`config.mk`:
```
export PLATFORM = sky130hd
export DESIGN_NAME = dco_phase_tracker_flat
export DESIGN_NICKNAME = d
export VERILOG_FILES = /design/src/rtl/dco_phase_pkg.sv /design/src/rtl/dco_phase_tracker_if.sv /design/src/rtl/refclk_edge_sync.sv /design/src/rtl/dco_phase_tracker.sv /design/src/flat_wrapper.sv
export SDC_FILE = /design/constraint.sdc
export NUM_CORES = 1
export LEC_CHECK = 0
export CAP_MARGIN = 40
export CORE_AREA = 2 2 97 117
export DETAILED_ROUTE_END_ITERATION = 10
export DIE_AREA = 0 0 99 119
export PLACE_DENSITY = 0.73
export SLEW_MARGIN = 30
export SYNTH_ARGS = -nofsm -noshare
export SYNTH_HDL_FRONTEND = slang
export SYNTH_SLANG_ARGS = --single-unit
```
`constraint.sdc`:
```
create_clock -name pclk -period 7.2 [get_ports pclk]
set_clock_uncertainty 0.2 [all_clocks]
set_input_delay 1.08 -clock pclk [delete_from_list [all_inputs] [get_ports pclk]]
set_output_delay 1.08 -clock pclk [all_outputs]
set_load 0.01 [all_outputs]
```
`src/rtl/dco_phase_pkg.sv`:
```
// Shared types and helpers for the DCO phase tracker family.
// Provides the tracker FSM encoding, the signed clamp and phase-width derivation.
package dco_phase_pkg;

   typedef enum logic [1:0] {
      IDLE,
      INIT,
      TRACK
   } trk_state_t;

   // Width of the fractional stage index: one DCO period spans 2*numStages steps
   function automatic int calc_fw(input int numStages);
      return $clog2(2 * numStages);
   endfunction

   function automatic int calc_phw(input int cntw, input int numStages);
      return cntw + calc_fw(numStages);
   endfunction

   function automatic longint sat_signed(input longint value, input int width);
      longint maxVal;
      longint minVal;
      maxVal = (longint'(1) <<< (width - 1)) - 1;
      minVal = -(longint'(1) <<< (width - 1));
      if (value > maxVal) begin
         return maxVal;
      end
      if (value < minVal) begin
         return minVal;
      end
      return value;
   endfunction

endpackage

```
`src/rtl/dco_phase_tracker_if.sv`:
```
// Phase-error delivery bus between the tracker and the digital loop filter.
// The master presents err/err_sat qualified by err_valid; the slave accepts with err_ready.
interface dco_phase_tracker_if #(
   parameter int ERRW = 16
);
   logic [ERRW-1:0] err;
   logic            err_valid;
   logic            err_ready;
   logic            err_sat;

   modport master (
      output err,
      output err_valid,
      output err_sat,
      input  err_ready
   );

   modport slave (
      input  err,
      input  err_valid,
      input  err_sat,
      output err_ready
   );
endinterface

```
`src/rtl/refclk_edge_sync.sv`:
```
// Brings an asynchronous reference clock into the pclk domain and emits a one-cycle
// pulse per rising edge; the pulse appears SYNC_STAGES+1 pclk cycles after the edge.
module refclk_edge_sync #(
   parameter int SYNC_STAGES = 2
) (
   input  logic pclk,
   input  logic resetn,
   input  logic i_async,
   output logic o_evt
);

   logic [SYNC_STAGES-1:0] r_sync;
   logic                   r_prev;
   logic                   r_evt;

   always_ff @(posedge pclk or negedge resetn) begin
      if (!resetn) begin
         r_sync <= '0;
         r_prev <= 1'b0;
         r_evt  <= 1'b0;
      end else begin
         r_sync <= {r_sync[SYNC_STAGES-2:0], i_async};
         r_prev <= r_sync[SYNC_STAGES-1];
         r_evt  <= r_sync[SYNC_STAGES-1] & ~r_prev;
      end
   end

   assign o_evt = r_evt;

endmodule

```
`src/rtl/dco_phase_tracker.sv`:
```
// DCO phase tracker: samples the DCO phase on each synchronised refclk edge and reports
// target-minus-measured error. Define PHASE_FREQ_MEAS_EN to build the o_freq_meas path.
module dco_phase_tracker
   import dco_phase_pkg::*;
#(
   parameter int NUM_STAGES  = 5,
   parameter int CNTW        = 16,
   parameter int DIVW        = 10,
   parameter int ERRW        = 16,
   parameter int BRAKE_DELTA = 50,
   parameter int SYNC_STAGES = 2
) (
   input  logic                           pclk,
   input  logic                           resetn,
   input  logic                           i_refclk,
   input  logic                           i_enable,
   input  logic [calc_fw(NUM_STAGES)-1:0] i_frac_state,
   input  logic [DIVW-1:0]                i_divn,
   input  logic                           i_brake,
   dco_phase_tracker_if.master            errBus,
   output logic                           o_overrun,
   output logic [1:0]                     o_locked_state,
   output logic [ERRW-1:0]                o_freq_meas
);

   localparam int             PHW             = calc_phw(CNTW, NUM_STAGES);
   localparam logic [PHW-1:0] STEPS_PER_CYCLE = PHW'(2 * NUM_STAGES);
   localparam logic [PHW-1:0] BRAKE_STEPS     = PHW'(BRAKE_DELTA);

   logic            w_evt;
   logic [PHW-1:0]  r_cycleSteps;
   logic [PHW-1:0]  w_phase;
   logic [PHW-1:0]  w_step;
   logic [PHW-1:0]  w_diff;
   logic [PHW-1:0]  r_target;
   longint          w_errFull;
   longint          w_errClamp;
   trk_state_t      r_state;
   logic [ERRW-1:0] r_err;
   logic            r_errValid;
   logic            r_errSat;
   logic            r_overrun;

   refclk_edge_sync #(
      .SYNC_STAGES(SYNC_STAGES)
   ) u_refclkSync (
      .pclk   (pclk),
      .resetn (resetn),
      .i_async(i_refclk),
      .o_evt  (w_evt)
   );

   // The cycle count is held pre-scaled by 2*NUM_STAGES so it wraps on the 2^PHW phase
   // modulus; scaling a wrapped counter instead would jump at wrap when 2*NUM_STAGES is not a power of two.
   always_ff @(posedge pclk or negedge resetn) begin
      if (!resetn) begin
         r_cycleSteps <= '0;
      end else begin
         r_cycleSteps <= r_cycleSteps + STEPS_PER_CYCLE;
      end
   end

   always_comb begin
      w_phase    = r_cycleSteps + PHW'(i_frac_state);
      w_step     = PHW'(i_divn) * STEPS_PER_CYCLE - (i_brake ? BRAKE_STEPS : '0);
      w_diff     = r_target - w_phase;
      w_errFull  = longint'($signed(w_diff));
      w_errClamp = sat_signed(w_errFull, ERRW);
   end

   // Acceptance clears valid first so a coincident refclk sample can re-assert it;
   // dropping enable overrides everything, including a same-cycle sample.
   always_ff @(posedge pclk or negedge resetn) begin
      if (!resetn) begin
         r_state    <= IDLE;
         r_target   <= '0;
         r_err      <= '0;
         r_errValid <= 1'b0;
         r_errSat   <= 1'b0;
         r_overrun  <= 1'b0;
      end else begin
         if (r_errValid && errBus.err_ready) begin
            r_errValid <= 1'b0;
         end
         if (!i_enable) begin
            r_state    <= IDLE;
            r_errValid <= 1'b0;
         end else begin
            case (r_state)
               IDLE: begin
                  r_state <= INIT;
               end
               INIT: begin
                  if (w_evt) begin
                     r_target <= w_phase + w_step;
                     r_state  <= TRACK;
                  end
               end
               TRACK: begin
                  if (w_evt) begin
                     r_err      <= ERRW'(w_errClamp);
                     r_errSat   <= (w_errClamp != w_errFull);
                     r_errValid <= 1'b1;
                     r_target   <= r_target + w_step;
                     if (r_errValid && !errBus.err_ready) begin
                        r_overrun <= 1'b1;
                     end
                  end
               end
               default: begin
                  r_state <= IDLE;
               end
            endcase
         end
      end
   end

   assign errBus.err       = r_err;
   assign errBus.err_valid = r_errValid;
   assign errBus.err_sat   = r_errSat;
   assign o_overrun        = r_overrun;
   assign o_locked_state   = r_state;

`ifdef PHASE_FREQ_MEAS_EN
   logic [PHW-1:0]  r_phaseM1;
   logic [ERRW-1:0] r_freqMeas;
   longint          w_freqFull;

   assign w_freqFull = longint'($signed(w_phase - r_phaseM1));

   // The increment is published alongside err so the same err_valid qualifies both.
   always_ff @(posedge pclk or negedge resetn) begin
      if (!resetn) begin
         r_phaseM1  <= '0;
         r_freqMeas <= '0;
      end else begin
         if (w_evt) begin
            r_phaseM1 <= w_phase;
         end
         if (w_evt && i_enable && (r_state == TRACK)) begin
            r_freqMeas <= ERRW'(sat_signed(w_freqFull, ERRW));
         end
      end
   end

   assign o_freq_meas = r_freqMeas;
`else
   assign o_freq_meas = '0;
`endif

endmodule
```
`src/flat_wrapper.sv`:
```
// flat-port wrapper written by rule: the top's interface ports become plain ports
module dco_phase_tracker_flat import dco_phase_pkg::*;
#(
   parameter int NUM_STAGES  = 5,
   parameter int CNTW        = 16,
   parameter int DIVW        = 10,
   parameter int ERRW        = 16,
   parameter int BRAKE_DELTA = 50,
   parameter int SYNC_STAGES = 2
)
  (pclk, resetn, i_refclk, i_enable, i_frac_state, i_divn, i_brake, o_overrun, o_locked_state, o_freq_meas, errBus_err, errBus_err_valid, errBus_err_sat, errBus_err_ready);
  dco_phase_tracker_if #(.ERRW(ERRW)) errBus_i ();
  input  logic pclk;
  input  logic resetn;
  input  logic i_refclk;
  input  logic i_enable;
  input  logic [calc_fw(NUM_STAGES)-1:0] i_frac_state;
  input  logic [DIVW-1:0] i_divn;
  input  logic i_brake;
  output logic o_overrun;
  output logic [1:0] o_locked_state;
  output logic [ERRW-1:0] o_freq_meas;
  output wire logic [$bits(errBus_i.err)-1:0] errBus_err;
  output wire logic [$bits(errBus_i.err_valid)-1:0] errBus_err_valid;
  output wire logic [$bits(errBus_i.err_sat)-1:0] errBus_err_sat;
  input wire logic [$bits(errBus_i.err_ready)-1:0] errBus_err_ready;
  assign errBus_err = errBus_i.err;
  assign errBus_err_valid = errBus_i.err_valid;
  assign errBus_err_sat = errBus_i.err_sat;
  assign errBus_i.err_ready = errBus_err_ready;
  dco_phase_tracker #(.NUM_STAGES(NUM_STAGES), .CNTW(CNTW), .DIVW(DIVW), .ERRW(ERRW), .BRAKE_DELTA(BRAKE_DELTA), .SYNC_STAGES(SYNC_STAGES)) u_core (.pclk(pclk), .resetn(resetn), .i_refclk(i_refclk), .i_enable(i_enable), .i_frac_state(i_frac_state), .i_divn(i_divn), .i_brake(i_brake), .errBus(errBus_i), .o_overrun(o_overrun), .o_locked_state(o_locked_state), .o_freq_meas(o_freq_meas));
endmodule
```
==> metrics.md <==
| Metric | Value |
|---|---|
| Pin count of the biggest net entering global routing | 65 |
| Final setup violating endpoints | 0 |
| Share of cells above drive strength 1 | a little under 6% |
| CTS Hold Bufs | 0 |
| Chip height | 119 um |
| Fmax | 167 MHz |
| Via/cell ratio | 5.57 |
| Hold crit path type | reg -> reg |
| Crit-path max FO | 4 |
| WHS | 0.164 ns |
| Synth cell types | 59 |
| Die footprint | between 0.01 and 0.015 sq mm |
| Initial antenna violation count | 0 |
| GR Util met3 | 2.88% |
| Top Ports | 57 |
| First-pass GRT wire length | 20.0 mm |
| 1st-iter DRT viols | approximately 200 |
| Grt peak-use layer | met2 |
| Pre-CTS setup slack | between 0.8 and 0.9 ns |
| #FFs+latches synth | 64 |
| Setup Crit Path Kind | in -> reg |
| DRT antenna net count | 0 |
| Finished Layout Cells | ~830 |
| Fin worst setup slack | 1.20 ns |
| Post-synth ARST share | 100% |
| Clk Latency, worst-skew pair | 0.33 ns |
| Critical path endpoint category | flop |
| P_int | 1.08 mW |
| Crit-path cells | clkdlybuf4s50_1 -> ha_1 -> ha_1 -> inv_1 -> fa_1 -> nand2b_1 -> a21oi_1 -> xor2_1 -> or2_2 -> or4_4 -> xnor2_1 -> ha_1 -> or2_2 -> a21oi_1 -> a31oi_1 -> a21o_1 -> a211oi_1 -> xor2_2 -> a21oi_1 -> o31a_1 -> o22a_1 |
| Final Max Slew Viols | 0 |
| R2R setup slack | 2.12 ns |
| DIE WIDTH | between 90 and 100 um |
| Post-route cell area | 0.00637 sq mm |
| Net Sw Frac | 40.3% |
| Startpoint types | input pin |
| Crit-path slowest cell | or4_4 |
| Via count | 4627 |
| Post-layout nets | 780 |
| Reg2reg path depth | 17 |
| GRT Util Overall | between 20% and 30% |
| Core ar. | 0.0108 sq mm |
| Sequential power share | 26.1% |
| Post-CTS Resized | 0 |
| Buffers added on ports | 40 |
| Clk buf depth | 2 |
| Outcome | finished clean |
| Sink Count | 64 |
| Max IR drop VDD | about 140 uV |
| Number of diodes | 0 |
| Placer Congestion | around 0.85 |
| CP Buf/Inv Count | 2 |
| # Post-CTS Setup Buffers | 0 |
| RR Startpoint | u_core.r_cycleSteps[1]$_DFF_PN0_ |
| Slew HR | 56.6% |
| RSZ-0062 raised after global routing | false |
| Yosys Warn Count | 0 |
| Count of flip-flops with a built-in enable after synthesis | 0 |
| P&R area growth vs syn | 13.0% |
| CTS buffer count | 9 |
| Final WL | 11.4 mm |
| Mapped cell area | 0.00563 sq mm |
| CP Data Arrival Time | 6.02 ns |
| Area contributors post-synth | dfrtp_1 (28%), ha_1 (14%), xor2_1 (6.5%), nor2_1 (5.9%), xnor2_1 (5.8%) |
| Total congestion overflow | 0 |
| Worst-path clk slew | 0.06 ns |
| Required @ worst endpoint | ~7.2 ns |
| Dominant synthesized flop cell | dfrtp_1 |
| Drt first pass iters | 4 |
| Clk pwr share | 21.4% |
| CP Depth | 21 |
| Combinational group share of total power | 52.4% |
| Least-Margin Pin Slew | 0.651 ns |
| Synth Instances | 659 |
| WL/cell | ~14 um |
| Final Hold Vio Count | 0 |
| Max-cap violations | 0 |
| CP delay by family, top | simple AND/OR/NAND/NOR gates |
| HPWL after detailed placement | 9.14 mm |
| PwrDens | 285 mW/mm^2 |
| Placed Cells incl. Taps | 814 |
| # DRC | 0 |
| Capture point of the worst reg-to-reg path | u_core.errBus.err_sat$_DFFE_PN0P_ |
| Met1 Resource Use GR | 25.5% |
| CTS tree | done |
| Period utilisation layout | 83.3% |
| Leak | 2.90 nW |
| Avg Cell Area, Syn | 8.55 sq um |
| CP peak stage delay | around 0.53 ns |
| Seq/Total Area, Yosys | 28.4% |
| H-tree depth | 3 |
| Synth top area share | 28.4% |
| Placed cell area | between 0.006 and 0.007 sq mm |
| Initial core utilization | 52.3% |
| Root buffer cell | clkbuf_16 |
| Psw | 0.731 mW |
| Met2 Track Usage GR | 36.4% |
| Vias in the first global route | ~4500 |
| Setup TNS Final | 0 ns |
| Post-synth top area cell | dfrtp_1 |
| Minimum clock period | 6.00 ns |
| CP Launch Point | i_divn[1] |
| Worst Setup EP | u_core.r_target[19]$_DFFE_PN0P_ |
| # rows | 42 |
## per-stage QoR
| step | util, % | total power [mW] |
|---|---|---|
| floorplan | - | 1.22 |
| global placement | 56.3 | 1.40 |
| detailed placement | 56.4 | 1.43 |
| CTS | 58.9 | 1.82 |
| global route | 59.1 | 1.98 |
| finish | 59.1 | 1.81 |
## worst reg2reg max path, cell delays in order (launching register included)
cell and delay [ns]:
dfrtp_1 0.41, ha_1 0.23, fa_1 0.41, a21oi_1 0.48, nor2b_1 0.12, xnor2_1 0.17
ha_1 0.25, o41ai_1 0.59, o21ai_1 0.27, nor4_1 0.31, o21bai_1 0.13, xor2_1 0.21
and3_1 0.20, nand2_1 0.06, ha_1 0.59, nor2_1 0.10, a21oi_1 0.14, o22a_1 0.15
## worst min-delay path by stage
stage / from / end / slack (ns) / cells past startpoint
2_1_floorplan: u_core.u_refclkSync.r_sync[0]$_DFF_PN0_ / u_core.u_refclkSync.r_sync[1]$_DFF_PN0_ / 0.13 / 0
3_3_place_gp: u_core.u_refclkSync.r_sync[0]$_DFF_PN0_ / u_core.u_refclkSync.r_sync[1]$_DFF_PN0_ / 0.13 / 0
3_5_place_dp: u_core.u_refclkSync.r_sync[0]$_DFF_PN0_ / u_core.u_refclkSync.r_sync[1]$_DFF_PN0_ / 0.16 / 0
4_1_cts: u_core.u_refclkSync.r_sync[0]$_DFF_PN0_ / u_core.u_refclkSync.r_sync[1]$_DFF_PN0_ / 0.17 / 0
5_1_grt: u_core.u_refclkSync.r_sync[0]$_DFF_PN0_ / u_core.u_refclkSync.r_sync[1]$_DFF_PN0_ / 0.17 / 0
6_report: u_core.u_refclkSync.r_sync[0]$_DFF_PN0_ / u_core.u_refclkSync.r_sync[1]$_DFF_PN0_ / 0.16 / 0
## registers in the layout, summed over array words and instances (netlist names)
name / cells
u_core.errBus.err: 16
u_core.u_refclkSync.r_sync: 2
u_core.u_refclkSync.o_evt: 1
u_core.r_target: 20
u_core.u_refclkSync.r_prev: 1
u_core.o_overrun: 1
u_core.r_cycleSteps: 19
u_core.errBus.err_valid: 1
u_core.o_locked_state: 2
u_core.errBus.err_sat: 1
## layout make-up
class | instances | area, sq um
Fill cell | 931 | 4410
Multi-Input combinational cell | 551 | 3800
Sequential cell | 64 | 1600
Timing Repair Buffer | 44 | 438
Clock buffer | 11 | 233
Tap cell | 132 | 165
Inverter | 24 | 90.1
Clock inverter | 5 | 33.8
## placed cells by master (no fill, tap or decap), drive strengths merged, types with 5 or more instances in the layout
cell           instances
o21a                  12
nand2                 49
a211oi                10
nor4                   5
nor3                  14
clkdlybuf4s50         39
a21o                  13
nand3                 10
nor2                  88
or2                    5
o22a                  17
nor2b                  9
o21ai                 45
nand2b                 9
nand4                  9
buf                    5
a31oi                  7
dfrtp                 64
conb                  16
a21oi                 43
ha                    62
clkbuf                11
and3                   5
inv                   24
xnor2                 37
xor2                  43
## kinds of logic after synthesis
| kind of cell | share of synthesized area [%] |
|---|---|
| multiplexers | 0.400 |
| XOR/XNOR | 12.6 |
| adder cells (fa/ha/maj) | 15.2 |
| buffers and inverters | 5.09 |
| flip-flops | 28.4 |
| AND/OR/NAND/NOR | 18.4 |
| AO/OA/AOI/OAI | 19.9 |
| other | 0.0666 |
## metal layers
metal | vias up | share of wire, %
met5 | - | 0
met4 | 0 | 1.3
met2 | 103 | 50
met3 | 10 | 3.6
li1 | 2389 | -
met1 | 2125 | 45
## Yosys cell counts, types with 3 or more instances
cell and instances:
and3_1 5, a211oi_1 7, o31ai_1 3, or2_2 5, o21ai_1 4, nor4_1 5, nor2_1 88, a21oi_1 43
nand2b_1 9, o21ai_0 40, o31a_1 3, o22a_1 17, nand4_1 9, nor3_1 13, nor3b_1 4, fa_1 4
xor2_1 42, inv_1 24, nor2b_1 9, nand2_1 49, xnor2_1 37, ha_1 62, a2111oi_0 3, o21a_1 12
a31oi_1 7, a21o_1 12, clkbuf_1 17, dfrtp_1 64, buf_4 17, nand3_1 9
## power by group through the flow
stage	sequential [mW]	clock [mW]	combinational [mW]
final	0.474	0.389	0.952
after detailed placement	0.479	0	0.948
after CTS	0.473	0.393	0.952
after global routing	0.483	0.409	1.08
after floorplan	0.475	0	0.744
after global placement	0.476	0	0.921
No activity file was read; power rests on OpenSTA's default activity.
